--- config.mk ---
export PLATFORM = sky130hd
export DESIGN_NAME = move_resolver_flat
export DESIGN_NICKNAME = d
export VERILOG_FILES = /design/src/rtl/move_resolver_pkg.sv /design/src/rtl/move_resolver_if.sv /design/src/rtl/move_resolver_tick_gen.sv /design/src/rtl/move_resolver.sv /design/src/flat_wrapper.sv
export SDC_FILE = /design/constraint.sdc
export NUM_CORES = 1
export LEC_CHECK = 0
export CAP_MARGIN = 10
export CORE_MARGIN = 2
export CORE_UTILIZATION = 61
export CTS_CLUSTER_SIZE = 40
export DETAILED_ROUTE_END_ITERATION = 16
export HOLD_SLACK_MARGIN = 0.05
export PLACE_DENSITY = 0.83
export SLEW_MARGIN = 30
export SYNTH_ARGS = -nofsm -noshare
export SYNTH_HDL_FRONTEND = slang
export SYNTH_SLANG_ARGS = --single-unit
--- constraint.sdc ---
create_clock -name clk -period 4.31 [get_ports clk]
set_clock_uncertainty 0.15 [all_clocks]
set_input_delay 0.862 -clock clk [delete_from_list [all_inputs] [get_ports clk]]
set_output_delay 0.862 -clock clk [all_outputs]
set_load 0.1 [all_outputs]
--- src/rtl/move_resolver_pkg.sv ---
// Shared encodings for the lane-dodging car game: move codes and game state.
package move_pkg;

    // Player request / tick outcome encoding
    typedef enum logic [1:0] {
        MV_NONE  = 2'b00,
        MV_RIGHT = 2'b01,
        MV_LEFT  = 2'b10,
        MV_HIT   = 2'b11
    } move_t;

    // Game state
    typedef enum logic [1:0] {
        ALIVE,
        IMMUNE,
        OVER
    } state_t;

    // Only a real left/right step may be latched as a pending move
    function automatic logic isStep(input move_t m);
        return (m == MV_LEFT) || (m == MV_RIGHT);
    endfunction

endpackage

--- src/rtl/move_resolver_if.sv ---
// Road/player/result bundle between the game front end and the move resolver.
interface move_resolver_if #(
    parameter int LANES = 6
);
    localparam int PW = $clog2(LANES);

    logic [LANES-1:0] next_row;
    logic [LANES-1:0] head_row;
    logic [1:0]       attempt_move;
    logic [PW-1:0]    position;
    logic [1:0]       move_result;
    logic             result_valid;
    logic [3:0]       lives;
    logic             immune;
    logic             game_over;

    modport master (
        output next_row, head_row, attempt_move,
        input  position, move_result, result_valid, lives, immune, game_over
    );

    modport slave (
        input  next_row, head_row, attempt_move,
        output position, move_result, result_valid, lives, immune, game_over
    );

endinterface

--- src/rtl/move_resolver_tick_gen.sv ---
// Game tick generator: free-running 0..TICK_DIV-1 counter, strobe on the last count.
module tick_gen #(
    parameter int TICK_DIV = 50_000_000
) (
    input  logic clk,
    input  logic rst,
    output logic tick
);
    localparam int CW = $clog2(TICK_DIV);
    localparam logic [CW-1:0] LAST = CW'(TICK_DIV - 1);

    logic [CW-1:0] count;

    assign tick = (count == LAST);

    // Count clk cycles, wrapping at the end of each tick window
    always_ff @(posedge clk) begin
        if (rst)
            count <= '0;
        else if (tick)
            count <= '0;
        else
            count <= count + CW'(1);
    end

endmodule

--- src/rtl/move_resolver.sv ---
// Resolves the player's lane change once per game tick: collision, immunity and lives.
module move_resolver
    import move_pkg::*;
#(
    parameter int LANES        = 6,
    parameter int IMMUNE_TICKS = 3,
    parameter int TICK_DIV     = 50_000_000,
    parameter int LIVES        = 3,
    parameter int START_POS    = 2
) (
    input  logic            clk,
    input  logic            rst,
    move_resolver_if.slave  bus
);
    localparam int PW = $clog2(LANES);
    localparam logic [PW-1:0] LAST_LANE = PW'(LANES - 1);

    logic          tick;
    state_t        state;
    move_t         pend;
    move_t         req;
    logic          reqValid;
    logic [7:0]    immCnt;
    logic [PW-1:0] posQ;
    logic [3:0]    livesQ;
    move_t         resQ;
    logic          validQ;
    logic [PW-1:0] target;
    logic          moved;
    logic          hit;
    move_t         stepResult;

    tick_gen #(.TICK_DIV(TICK_DIV)) uTick (
        .clk  (clk),
        .rst  (rst),
        .tick (tick)
    );

    assign req      = move_t'(bus.attempt_move);
    assign reqValid = isStep(req);

    // Target lane for the pending move; edge moves are blocked, never wrapped
    always_comb begin
        target = posQ;
        case (pend)
            MV_LEFT:  if (posQ != LAST_LANE) target = posQ + PW'(1);
            MV_RIGHT: if (posQ != '0)        target = posQ - PW'(1);
            default:  target = posQ;
        endcase
        moved      = (target != posQ);
        hit        = bus.next_row[target] | (moved & bus.head_row[target]);
        stepResult = moved ? pend : MV_NONE;
    end

    // Game FSM: move latch, per-tick evaluation and registered results
    always_ff @(posedge clk) begin
        if (rst) begin
            state  <= ALIVE;
            pend   <= MV_NONE;
            immCnt <= '0;
            posQ   <= PW'(START_POS);
            livesQ <= 4'(LIVES);
            resQ   <= MV_NONE;
            validQ <= 1'b0;
        end else begin
            validQ <= 1'b0;
            if (state == OVER) begin
                pend <= MV_NONE;
            end else if (tick) begin
                // The latched move is consumed; a request on this cycle opens the next window
                pend   <= reqValid ? req : MV_NONE;
                validQ <= 1'b1;
                case (state)
                    ALIVE: begin
                        if (hit) begin
                            resQ   <= MV_HIT;
                            livesQ <= livesQ - 4'd1;
                            immCnt <= '0;
                            state  <= (livesQ == 4'd1) ? OVER : IMMUNE;
                        end else begin
                            posQ <= target;
                            resQ <= stepResult;
                        end
                    end
                    IMMUNE: begin
                        posQ <= target;
                        resQ <= stepResult;
                        if (immCnt == 8'(IMMUNE_TICKS - 1)) begin
                            state  <= ALIVE;
                            immCnt <= '0;
                        end else begin
                            immCnt <= immCnt + 8'd1;
                        end
                    end
                    default: ;
                endcase
            end else if (pend == MV_NONE && reqValid) begin
                pend <= req;
            end
        end
    end

    assign bus.position     = posQ;
    assign bus.move_result  = resQ;
    assign bus.result_valid = validQ;
    assign bus.lives        = livesQ;
    assign bus.immune       = (state == IMMUNE);
    assign bus.game_over    = (state == OVER);

endmodule

--- src/flat_wrapper.sv ---
// flat-port wrapper written by rule: the top's interface ports become plain ports
module move_resolver_flat import move_pkg::*;
#(
    parameter int LANES        = 6,
    parameter int IMMUNE_TICKS = 3,
    parameter int TICK_DIV     = 50_000_000,
    parameter int LIVES        = 3,
    parameter int START_POS    = 2
)
  (clk, rst, bus_next_row, bus_head_row, bus_attempt_move, bus_position, bus_move_result, bus_result_valid, bus_lives, bus_immune, bus_game_over);
  move_resolver_if #(.LANES(LANES)) bus_i ();
  input  logic clk;
  input  logic rst;
  input wire logic [$bits(bus_i.next_row)-1:0] bus_next_row;
  input wire logic [$bits(bus_i.head_row)-1:0] bus_head_row;
  input wire logic [$bits(bus_i.attempt_move)-1:0] bus_attempt_move;
  output wire logic [$bits(bus_i.position)-1:0] bus_position;
  output wire logic [$bits(bus_i.move_result)-1:0] bus_move_result;
  output wire logic [$bits(bus_i.result_valid)-1:0] bus_result_valid;
  output wire logic [$bits(bus_i.lives)-1:0] bus_lives;
  output wire logic [$bits(bus_i.immune)-1:0] bus_immune;
  output wire logic [$bits(bus_i.game_over)-1:0] bus_game_over;
  assign bus_i.next_row = bus_next_row;
  assign bus_i.head_row = bus_head_row;
  assign bus_i.attempt_move = bus_attempt_move;
  assign bus_position = bus_i.position;
  assign bus_move_result = bus_i.move_result;
  assign bus_result_valid = bus_i.result_valid;
  assign bus_lives = bus_i.lives;
  assign bus_immune = bus_i.immune;
  assign bus_game_over = bus_i.game_over;
  move_resolver #(.LANES(LANES), .IMMUNE_TICKS(IMMUNE_TICKS), .TICK_DIV(TICK_DIV), .LIVES(LIVES), .START_POS(START_POS)) u_core (.clk(clk), .rst(rst), .bus(bus_i));
endmodule
* Word level (Yosys, flattened, before mapping)
Cells that the tools add are included.
Word-level totals: output and inout bits 12, word-level logic and storage cells 68, flip-flop bits (word level) 48
Cells by class: mux-type cells 23, equality and inequality tests 14, magnitude comparators 1, bitwise gates (word level) 3, add/sub/neg operators 5, reductions and logical operators 14
Operators by type and width (count):
- 26-bit by 1-bit adder with 26-bit output (second input constant) | 1
- 26-bit == test (second input constant) | 1
- 2-bit two-way mux | 8
- 8-bit two-way mux | 2
- 8-bit one-hot mux with 2 select lines | 1
- 3-bit one-hot mux with 2 select lines | 2
- 4-bit AND reduction | 3
- 3-bit two-way mux | 3
- 8-bit by 1-bit adder with 8-bit output (second input constant) | 1
- 8-bit by 2-bit == test with 1-bit output (second input constant) | 1
- 2-bit one-hot mux with 2 select lines | 2
- 1-bit binary-select mux with 3-bit select | 2
- 2-bit by 1-bit == test with 1-bit output (second input constant) | 3
- 2-bit == test (second input constant) | 3
- 5-bit AND reduction | 1
- 4-bit by 1-bit == test with 1-bit output (second input constant) | 1
- 2-bit logical NOT | 2
- 3-bit by 4-bit less-than comparator with 1-bit output (second input constant) | 1
- 2-bit by 1-bit inequality test with 1-bit output (second input constant) | 2
- 2-bit nonzero test | 2
- 2-bit OR reduction | 2
- 4-bit by 1-bit subtractor with 4-bit output (second input constant) | 1
- 3-bit by 1-bit adder with 3-bit output (second input constant) | 1
- 1-bit two-way mux | 3
- 11 further kinds | 11

* Longest topological paths before layout
Gate-level depths: netlist of the first run.
word-level depth 9, depth in mapped cells 12

* Hierarchy
From an unflattened synthesis of the first run, not the netlist that was laid out.
Second synthesis, totals: cell total of the unflattened synthesis 355, area, all modules 2954.1 um2
By module, submodules not included:
- move_resolver | instances 1, area an instance 1696.6 um2, seq. area each 440.4 um2, cells an instance 208
- tick_gen | instances 1, area an instance 1257.5 um2, seq. area each 520.5 um2, cells an instance 147

* Least setup slack after synthesis of the first run
OpenSTA, ideal clock, no wires.
path kind reg-to-reg, start reg u_core.posQ[1], in the netlist u_core.bus.position[1], end reg u_core.livesQ[2], in the netlist u_core.bus.lives[2], arrival 3382 ps, library setup time 123 ps, buffers on the path 0, setup slack 655 ps, clock period less this slack 3655 ps, stages on the path, launching flop included 11, path through dfxtp_1 inv_1 ha_1 nor2b_1 a32o_1 a22oi_1 a211oi_1 o32ai_1 a211oi_2 nor4b_1 mux2_1
On the way: word-level cells in the longest chain between the ends 8
Ends and longest elaborated chain:
- from (decl) | RTL line move_resolver.sv:24 | logic [PW-1:0] posQ;
- from (signal assigned) | RTL line move_resolver.sv:61 | posQ <= PW'(START_POS);
- from (signal assigned) | RTL line move_resolver.sv:81 | posQ <= target;
- from (signal assigned) | RTL line move_resolver.sv:86 | posQ <= target;
- 3-bit by 1-bit subtractor with 3-bit output (tied with other cells) | RTL line move_resolver.sv:47 | MV_RIGHT: if (posQ != '0) target = posQ - PW'(1);
- 3-bit two-way mux (on tied branches) | RTL line move_resolver.sv:47, move_resolver.sv:46
- 3-bit one-hot mux with 2 select lines | RTL line move_resolver.sv:45 | case (pend)
- 1-bit binary-select mux with 3-bit select | RTL line move_resolver.sv:51 | hit = bus.next_row[target] | (moved & bus.head_row[target]);
- 1-bit two-way mux (implied by the code) | RTL line move_resolver.sv:51
- 1-bit bitwise AND | RTL line move_resolver.sv:51
- 1-bit OR * | RTL line move_resolver.sv:51
- 4-bit AND reduction (no line) *
- to (signal assigned) | RTL line move_resolver.sv:62 | livesQ <= 4'(LIVES);
- to (signal assigned) | RTL line move_resolver.sv:77 | livesQ <= livesQ - 4'd1;
- to (decl) | RTL line move_resolver.sv:25 | logic [3:0] livesQ;
Every way passes the cells marked *; elsewhere a longest branch is shown, timed or not. The select of a mux whose other input is x is not followed. A chain may end at the register's enable or synchronous reset.

* Worst setup path in the final report of the first run
start reg u_core.state[0], end out bus_immune
On the way: word-level cells in the longest chain between the ends 1
Ends and longest elaborated chain:
- from (decl) | RTL line move_resolver.sv:19 | state_t state;
- from (signal assigned) | RTL line move_resolver.sv:79 | state <= (livesQ == 4'd1) ? OVER : IMMUNE;
- 2-bit by 1-bit == test with 1-bit output | RTL line move_resolver.sv:107 | assign bus.immune = (state == IMMUNE);
- to (decl) | RTL line flat_wrapper.sv:21 | output wire logic [$bits(bus_i.immune)-1:0] bus_immune;
Every way passes these cells.

==> impl_metrics.py, run 1 <==
metrics = {
    "clocking": {
        "numCtsBuffers": 5,
        "insertion_delay_ps": 310,
        "clkSinkCount": 48,
        "ctsRootBufferMaster": "clkbuf_8",
        "cts_resized": 0,
        "cts.reportedPaths.clkPinSlew_ps": 90,
        "holdBufCountCts": 0,
        "cts_tree": "done",
        "cts_buffer_depth": 2,
        "postCtsSetupBuffers": 0,
        "cts_max_level": 2,
    },
    "global_route": {
        "grt_pass1_vias": 2264,
        "grt_pass1_wl_mm": 10.0,
        "grt-ovfl-total": 0,
        "antenna_found_initial": 0,
        "grt_usage_pct": 24.1,
        "grt_max_degree": 26,
    },
    "critical_path": {
        "critPathTopFamily": "buffers and inverters",
        "critical_path_class": "reg2out",
        "critPathLaunchType": "register",
        "critPathRequiredTime_ps": 3300,
        "slowest_delay_ps": 1160,
        "crit_buf_inv": 2,
        "crit_arrival_ps": 2390,
        "cp-end-kind": "output port",
        "cpMaxStageDelayCell": "clkdlybuf4s50_1",
        "critPathMaxFanout": 9,
        "crit_path_cell_trace": "nand2b_1 -> inv_1 -> clkdlybuf4s50_1",
    },
    "logic_synthesis": {
        "yosys_most_used_dff": "dfxtp_1",
        "synth_cell_types": 58,
        "synth-seq-cells": 48,
        "synth-edff-count": 0,
        "syn-cell-area_sq_mm": 0.00279,
        "async_flop_share_pct": 0,
        "syn_nets": 359,
        "netlist_instances": 329,
        "yosysWarnings": 0,
        "yosysSeqAreaShare_pct": 34.4,
        "syn_avg_cell_area_sq_um": 8.48,
    },
    "timing": {
        "rsz0062_at_grt": "false",
        "tns_ps": 0,
        "finalHoldViolations": 0,
        "tightest_slew_ps": 986,
        "fin_crit_sh_pct": 79.0,
        "period_minus_slack_ps": 3410,
        "setup_viol": 0,
        "maxSlewHeadroom_pct": 34.1,
        "fmax_mhz": 294,
        "maxSlewViolCount": 0,
    },
    "route": {
        "wirelength_mm": 5.81,
        "drt_pass1_iterations": 4,
        "drc": 0,
        "wire_per_inst_microns": 14.3,
        "vias": 2429,
        "vias_per_cell": 5.97,
        "ant_nets": 0,
        "drt_iter0_drc": 148,
    },
    "power_and_ir_drop": {
        "worst_ir_drop_vdd_v": 0.000195,
        "p_leak_nw": 1.25,
        "powerDensity_mw_per_mm2": 263,
    },
    "cells_and_area": {
        "n_antenna_cell": 0,
        "nets": 384,
        "layout-drive-gt1-share_pct": 6.48,
        "area_delta_synth_final_pct": 13.6,
        "most-common-layout-cells": "dfxtp_1 (48), nor2_1 (38), clkdlybuf4s50_1 (27)",
        "layout_commonest_cell": "dfxtp_1",
        "layout.cells.non_filler": 407,
    },
    "placed_design": {
        "dp_cells": 399,
        "portBuffers": 27,
        "place.gp.congestion": 0.884,
        "dp_hpwl_mm": 4.35,
    },
    "floorplanning": {
        "design.die.area_sq_mm": 0.00513,
        "initial_core_util_pct": 63.6,
        "io-pin-count": 28,
        "fp.coreArea_sq_mm": 0.00438,
        "std_cell_rows": 24,
        "die_h_microns": 71.6,
        "fp.dieW_microns": 71.6,
    },
    "flow_run": {
        "cap_violations": 0,
    },
    "min_path": {
        "hp-class": "reg2reg",
    },
    "run_status": {
        "status": "finished clean",
    },
}
## registers in the layout (all words and copies together) (netlist names)
name / flops
u_core.uTick.count: 26
u_core.immCnt: 8
u_core.bus.lives: 4
u_core.bus.position: 3
u_core.bus.move_result: 2
u_core.pend: 2
u_core.state: 2
u_core.bus.result_valid: 1
## cells in the mapped netlist (3+ instances only)
library cell	count	area [sq um]
a211oi_1	12	90.1
nand2b_1	6	37.5
nand4_1	3	18.8
ha_1	14	175
a21o_1	3	22.5
nor4_1	3	18.8
a41oi_1	3	26.3
nor2b_1	8	50.1
nand3_1	20	100
a31oi_1	5	31.3
clkbuf_1	6	22.5
xor2_1	16	140
mux2i_1	6	60.1
nor4b_1	4	35.0
inv_1	19	71.3
o21ai_0	6	30.0
nor2_1	38	143
dfxtp_1	48	961
a311oi_1	5	43.8
nand2_1	22	82.6
and3_2	3	22.5
xnor2_1	8	70.1
a21oi_1	14	70.1
nor3_1	7	35.0
and3_1	6	37.5
and2_1	3	18.8
nand3b_1	3	22.5
## metal layers
layer | GRT usage [%] | up-vias | part of all wire, %
met4 | 6.71 | 0 | 1.0
met3 | 4.36 | 6 | 3.4
li1 | - | 1230 | -
met5 | 0 | - | 0
met1 | 32.9 | 1153 | 48
met2 | 39.5 | 40 | 48
## report_power, final
part | total, mW | internal, mW | switching [mW] | leakage, nW
clock network | 0.273 | 0.115 | 0.158 | 0.0404
logic | 0.111 | 0.0450 | 0.0660 | 0.819
registers | 0.451 | 0.447 | 0.00349 | 0.388
total | 0.835 | 0.607 | 0.228 | 1.25
## worst register-to-register path: stages, from the launching register on
cell and delay (ps):
dfxtp_1 380, inv_1 90, ha_1 420, nor2b_1 190, and2_1 180, a21oi_1 450, mux2i_1 260, o32ai_1 140
a211oi_2 320, nand2b_1 290, a311oi_1 390
## metrics by stage
step	util (%)	cell area (sq um)	setup WS, ps	hold WS [ps]	power (mW)
final	72.3	3170	904	327	0.835
after global routing	72.3	3170	706	356	0.870
after CTS	72.3	3170	914	326	0.840
after detailed placement	70.2	3080	1030	323	0.572
after global placement	70.1	3070	1140	301	0.569
after floorplan	-	2790	655	280	0.538
## area by class of cell
class                           instances  area [sq um]
Multi-Input combinational cell        251          1700
Fill cell                             358          1210
Sequential cell                        48           961
Timing Repair Buffer                   29           285
Inverter                               19          71.3
Clock buffer                            5          68.8
Tap cell                               52          65.1
Clock inverter                          3          23.8
## cell families after synthesis
| family | count (synthesis) | synth area share [%] |
|---|---|---|
| fa+ha+maj | 14 | 6.28 |
| simple gates | 138 | 26.6 |
| buf+inv | 30 | 5.02 |
| compound gates | 67 | 17.1 |
| flops | 48 | 34.4 |
| xor+xnor | 24 | 7.53 |
| mux | 8 | 2.96 |
## path summary, 6_finish.rpt
check,from,slack (ps),cells after the start,endpoint
min,u_core.pend[1]$_SDFFE_PP0P_,330,2,u_core.bus.move_result[1]$_SDFFE_PP0P_
max,u_core.state[0]$_SDFFE_PP0P_,900,3,bus_immune
max reg2reg,u_core.pend[0]$_SDFFE_PP0P_,960,10,u_core.immCnt[3]$_SDFFE_PP0P_
min reg2reg,u_core.pend[1]$_SDFFE_PP0P_,330,2,u_core.bus.move_result[1]$_SDFFE_PP0P_
Note: power is estimated with default switching activity, not from simulation.
==> run 2, diff against run 1 <==
CORE_UTILIZATION = 51   (was 61)
PLACE_DENSITY = 0.73   (was 0.83)
clock period = 2.75 ns   (was 4.31 ns; I/O delays follow)
==> impl_metrics.py, run 2 (same netlist as run 1, synthesis figures left out) <==
metrics = {
    "floorplanning": {
        "fp.dieW_microns": 78.0,
        "fp.coreArea_sq_mm": 0.00520,
        "io-pin-count": 28,
        "design.die.area_sq_mm": 0.00608,
        "initial_core_util_pct": 53.6,
        "die_h_microns": 78.0,
        "std_cell_rows": 26,
    },
    "global_route": {
        "grt_usage_pct": 22.0,
        "antenna_found_initial": 0,
        "grt_pass1_vias": 2439,
        "grt_max_degree": 25,
        "grt-ovfl-total": 0,
        "grt_pass1_wl_mm": 11.0,
    },
    "placed_design": {
        "portBuffers": 27,
        "dp_cells": 445,
        "dp_hpwl_mm": 4.66,
        "placed_area_sq_mm": 0.00333,
        "pre_cts_ws_ps": -152,
        "place.gp.congestion": 0.869,
    },
    "run_status": {
        "violations": "setup timing",
        "status": "finished, violations left",
    },
    "route": {
        "drt_pass1_iterations": 4,
        "drc": 0,
        "vias": 2543,
        "vias_per_cell": 5.55,
        "wirelength_mm": 6.56,
        "drt_iter0_drc": 134,
        "wire_per_inst_microns": 14.3,
        "ant_nets": 0,
    },
    "cells_and_area": {
        "stdcell_area_sq_mm": 0.00363,
        "seqCellArea_sq_um": 977,
        "layout-drive-gt1-share_pct": 26.8,
        "nets": 417,
        "layout_commonest_cell": "buf_4",
        "most-common-layout-cells": "buf_4 (44), dfxtp_1 (43), nor2_1 (38)",
        "layout.cells.non_filler": 458,
        "nFillCells": 432,
        "area_delta_synth_final_pct": 30.2,
        "n_antenna_cell": 0,
        "regMostFlops": "u_core.uTick.count",
        "multi_input_area_sq_mm": 0.00188,
        "largest_register_ffs": 26,
    },
    "timing": {
        "maxSlewHeadroom_pct": 72.2,
        "fin_crit_sh_pct": 100,
        "rsz0062_at_grt": "true",
        "tightest_slew_ps": 413,
        "fmax_mhz": 364,
        "tns_ps": -0.925,
        "maxSlewViolCount": 0,
        "period_minus_slack_ps": 2750,
        "worst_slack_ps": -0.925,
        "finalHoldViolations": 0,
        "setup_viol": 1,
    },
    "clocking": {
        "numCtsBuffers": 5,
        "clkSinkCount": 48,
        "ctsRootBufferMaster": "clkbuf_8",
        "cts_buffer_depth": 2,
        "cts_tree": "done",
        "cts.reportedPaths.clkPinSlew_ps": 90,
        "cts_max_level": 2,
        "insertion_delay_ps": 300,
    },
    "power_and_ir_drop": {
        "power_mw": 1.43,
        "powerDensity_mw_per_mm2": 393,
        "p_leak_nw": 1.48,
        "worst_ir_drop_vdd_v": 0.000296,
    },
    "flow_run": {
        "cap_violations": 0,
    },
    "min_path": {
        "hp-class": "reg2reg",
        "hold_start": "u_core.uTick.count[0]$_SDFF_PP0_",
    },
    "critical_path": {
        "crit_buf_inv": 2,
        "crit_arrival_ps": 2830,
        "critPathTopFamily": "compound AO/OA/AOI/OAI gates",
        "crit_start": "u_core.pend[0]$_SDFFE_PP0P_",
        "worstReg2RegStart": "u_core.pend[0]$_SDFFE_PP0P_",
        "critPathRequiredTime_ps": 2830,
        "slowest_delay_ps": 400,
        "critical_path_class": "reg2reg",
        "critPathLaunchType": "register",
        "cp-end-kind": "register",
        "crit_path_cell_trace": "inv_4 -> ha_4 -> nor2b_4 -> and2_4 -> a21oi_4 -> mux2i_1 -> o32ai_2 -> a211oi_2 -> nand2b_1 -> buf_6 -> a311oi_2",
        "critPathMaxFanout": 6,
        "cpMaxStageDelayCell": "dfxtp_4",
    },
}
run 2: per-stage QoR:
stage | hold slack (ps) | utilization [%]
2_1_floorplan | 280 | -
3_3_place_gp | 297 | 63.9
6_report | 319 | 69.8
5_1_grt | 364 | 69.8
4_1_cts | 326 | 67.0
3_5_place_dp | 305 | 63.9
run 2: timing repair:
item / CTS / global route
hold buffers: 0 / 0
gates cloned: 0 / 0
gates resized for setup: 13 / 24
setup endpoints to repair: 16 / 19
setup buffers: 0 / 5
pin swaps: 5 / 15
run 2: per-layer routing:
metal	wire length [microns]	track usage, %	up-vias	share of wire, %
met4	121	5.79	0	1.8
met3	292	4.19	13	4.5
li1	-	-	1293	-
met2	3130	38.4	63	48
met5	0	0	-	0
met1	3020	27.9	1174	46
run 2: final timing paths:
check	cells past startpoint	slack, ps	end
max reg2reg	11	-0.9	u_core.immCnt[4]$_SDFFE_PP0P_
min reg2reg	1	320	u_core.uTick.count[0]$_SDFF_PP0_
min	1	320	u_core.uTick.count[0]$_SDFF_PP0_
max	11	-0.9	u_core.immCnt[4]$_SDFFE_PP0P_
run 2: worst register-to-register path, delay by kind of cell, from the launching register on:
kind | cells | cell delay [ps]
and+or+nand+nor | 3 | 460
AOI/OAI and AO/OA | 4 | 950
buffers and inverters | 2 | 230
adders and majority gates | 1 | 230
muxes | 1 | 250
DFF | 1 | 400
run 2: cell type report:
type	count	area share, %
repair buffers	62	14.2
well taps	70	2.41
multi-input cells	251	51.8
flip-flops and latches	48	26.9
inverters	19	2.24
clock buffers	6	2.27
clock inverters	2	0.275
run 2: report_power, final:
group          internal (mW)  switching, mW  total, mW
sequential             0.699        0.00842      0.707
clock                  0.201          0.230      0.431
combinational          0.144          0.145      0.289
==> run 3, diff against run 2 <==
RECOVER_POWER = 50   (was default)
==> impl_metrics.py, run 3 (same netlist as run 1, synthesis figures left out) <==
metrics = {
    "run_status": {
        "status": "finished, violations left",
        "violations": "setup timing",
    },
    "global_route": {
        "grt_pass1_wl_mm": 11.0,
        "grt-ovfl-total": 0,
        "grt_pass1_vias": 2439,
        "grt_max_degree": 25,
        "antenna_found_initial": 0,
        "grt_usage_pct": 22.0,
    },
    "floorplanning": {
        "die_h_microns": 78.0,
        "design.die.area_sq_mm": 0.00608,
        "io-pin-count": 28,
        "fp.dieW_microns": 78.0,
        "fp.coreArea_sq_mm": 0.00520,
        "std_cell_rows": 26,
        "initial_core_util_pct": 53.6,
    },
    "placed_design": {
        "place.gp.congestion": 0.869,
        "portBuffers": 27,
        "dp_hpwl_mm": 4.66,
    },
    "timing": {
        "fin_crit_sh_pct": 100,
        "fmax_mhz": 363,
        "maxSlewViolCount": 0,
        "worst_slack_ps": -7.02,
        "rsz0062_at_grt": "true",
        "setup_viol": 1,
        "tightest_slew_ps": 1180,
        "period_minus_slack_ps": 2760,
        "maxSlewHeadroom_pct": 21.6,
        "finalHoldViolations": 0,
    },
    "cells_and_area": {
        "layout-drive-gt1-share_pct": 23.7,
        "final_util_pct": 68.8,
        "most-common-layout-cells": "dfxtp_1 (43), nor2_1 (38), buf_4 (30)",
        "area_delta_synth_final_pct": 28.3,
        "layout_commonest_cell": "dfxtp_1",
        "nets": 417,
        "n_antenna_cell": 0,
        "largest_register_ffs": 26,
        "regMostFlops": "u_core.uTick.count",
    },
    "power_and_ir_drop": {
        "powerDensity_mw_per_mm2": 399,
        "p_leak_nw": 1.43,
        "combPwrFrac_pct": 20.2,
        "pwr-share-clk_pct": 30.3,
        "p_sw_share_pct": 27.0,
        "power_mw": 1.43,
        "p_switching_mw": 0.386,
        "seq_power_share_pct": 49.5,
        "worst_ir_drop_vdd_v": 0.000296,
        "p_int_mw": 1.04,
    },
    "clocking": {
        "numCtsBuffers": 5,
        "cts_buffer_depth": 2,
        "cts_tree": "done",
        "holdBufCountCts": 0,
        "cts_max_level": 2,
        "insertion_delay_ps": 310,
        "ctsRootBufferMaster": "clkbuf_8",
        "cts.reportedPaths.clkPinSlew_ps": 90,
        "clkSinkCount": 48,
    },
    "route": {
        "vias": 2563,
        "drc": 0,
        "drt_iter0_drc": 106,
        "ant_nets": 0,
        "wirelength_mm": 6.60,
        "vias_per_cell": 5.60,
        "wire_per_inst_microns": 14.4,
        "drt_pass1_iterations": 4,
    },
    "critical_path": {
        "critPathLaunchType": "register",
        "critPathTopFamily": "compound AO/OA/AOI/OAI gates",
        "critPathRequiredTime_ps": 2830,
        "cp-end-kind": "register",
        "critPathMaxFanout": 6,
        "cpMaxStageDelayCell": "a211oi_2",
        "slowest_delay_ps": 380,
        "crit_arrival_ps": 2840,
        "crit_path_cell_trace": "buf_4 -> ha_1 -> nor2b_1 -> o221ai_1 -> nor2_1 -> a21oi_1 -> nand3_1 -> a211oi_2 -> nand2b_1 -> buf_6 -> a311oi_2",
        "critical_path_class": "reg2reg",
        "crit_buf_inv": 2,
    },
    "min_path": {
        "hp-class": "reg2reg",
    },
    "flow_run": {
        "cap_violations": 0,
    },
}
## run 3: layout make-up
cell class	count	area, sq um
inverters	19	81.3
repair buffers	62	465
clock buffers	6	82.6
flip-flops and latches	48	977
fillers	445	1630
well taps	70	87.6
multi-input cells	251	1870
clock inverters	2	10.0
## run 3: metrics by stage
stage	hold WS [ps]	instance area (sq um)	TNS, ps	setup slack, ps	cells
2_1_floorplan	280	2850	-18.1	-18.1	329
3_3_place_gp	297	3330	-18.0	-18.0	445
3_5_place_dp	305	3330	-1130	-152	445
4_1_cts	326	3490	0	13.8	453
5_1_grt	364	3580	-1300	-143	458
6_report	319	3580	-7.02	-7.02	458
## run 3: worst register-to-register path: stages (launching register included)
cell      delay (ps)
dfxtp_4          370
buf_4            140
ha_1             200
nor2b_1          130
o221ai_1         250
nor2_1            80
a21oi_1          180
nand3_1          240
a211oi_2         380
nand2b_1         160
buf_6            170
a311oi_2         240
## run 3: final timing paths
kind	startpoint	end	slack, ps	depth (start not counted)
worst max-delay path	u_core.bus.position[0]$_SDFFE_PP0P_	u_core.immCnt[4]$_SDFFE_PP0P_	-7	11
worst min-delay path	u_core.uTick.count[0]$_SDFF_PP0_	u_core.uTick.count[0]$_SDFF_PP0_	320	1
worst max register to register	u_core.bus.position[0]$_SDFFE_PP0P_	u_core.immCnt[4]$_SDFFE_PP0P_	-7	11
worst min register to register	u_core.uTick.count[0]$_SDFF_PP0_	u_core.uTick.count[0]$_SDFF_PP0_	320	1
## run 3: power by group through the flow
stage / Clock [mW] / Combinational (mW) / Sequential [mW]
final: 0.432 / 0.289 / 0.707
after global routing: 0.472 / 0.309 / 0.708
after CTS: 0.444 / 0.251 / 0.706
after detailed placement: 0 / 0.234 / 0.721
after global placement: 0 / 0.230 / 0.720
after floorplan: 0 / 0.137 / 0.719
## run 3: what timing repair did
action / CTS / global route
resized for setup: 13 / 24
endpoints found under the setup margin: 16 / 19
buffers inserted: 0 / 5
pin swaps: 5 / 15
## run 3: metal layers
layer	GRT usage [%]	part of all wire [%]	vias up
li1	-	-	1295
met1	27.9	46	1191
met2	38.4	47	63
met3	4.19	4.6	14
met4	5.79	2.1	0
met5	0	0	-
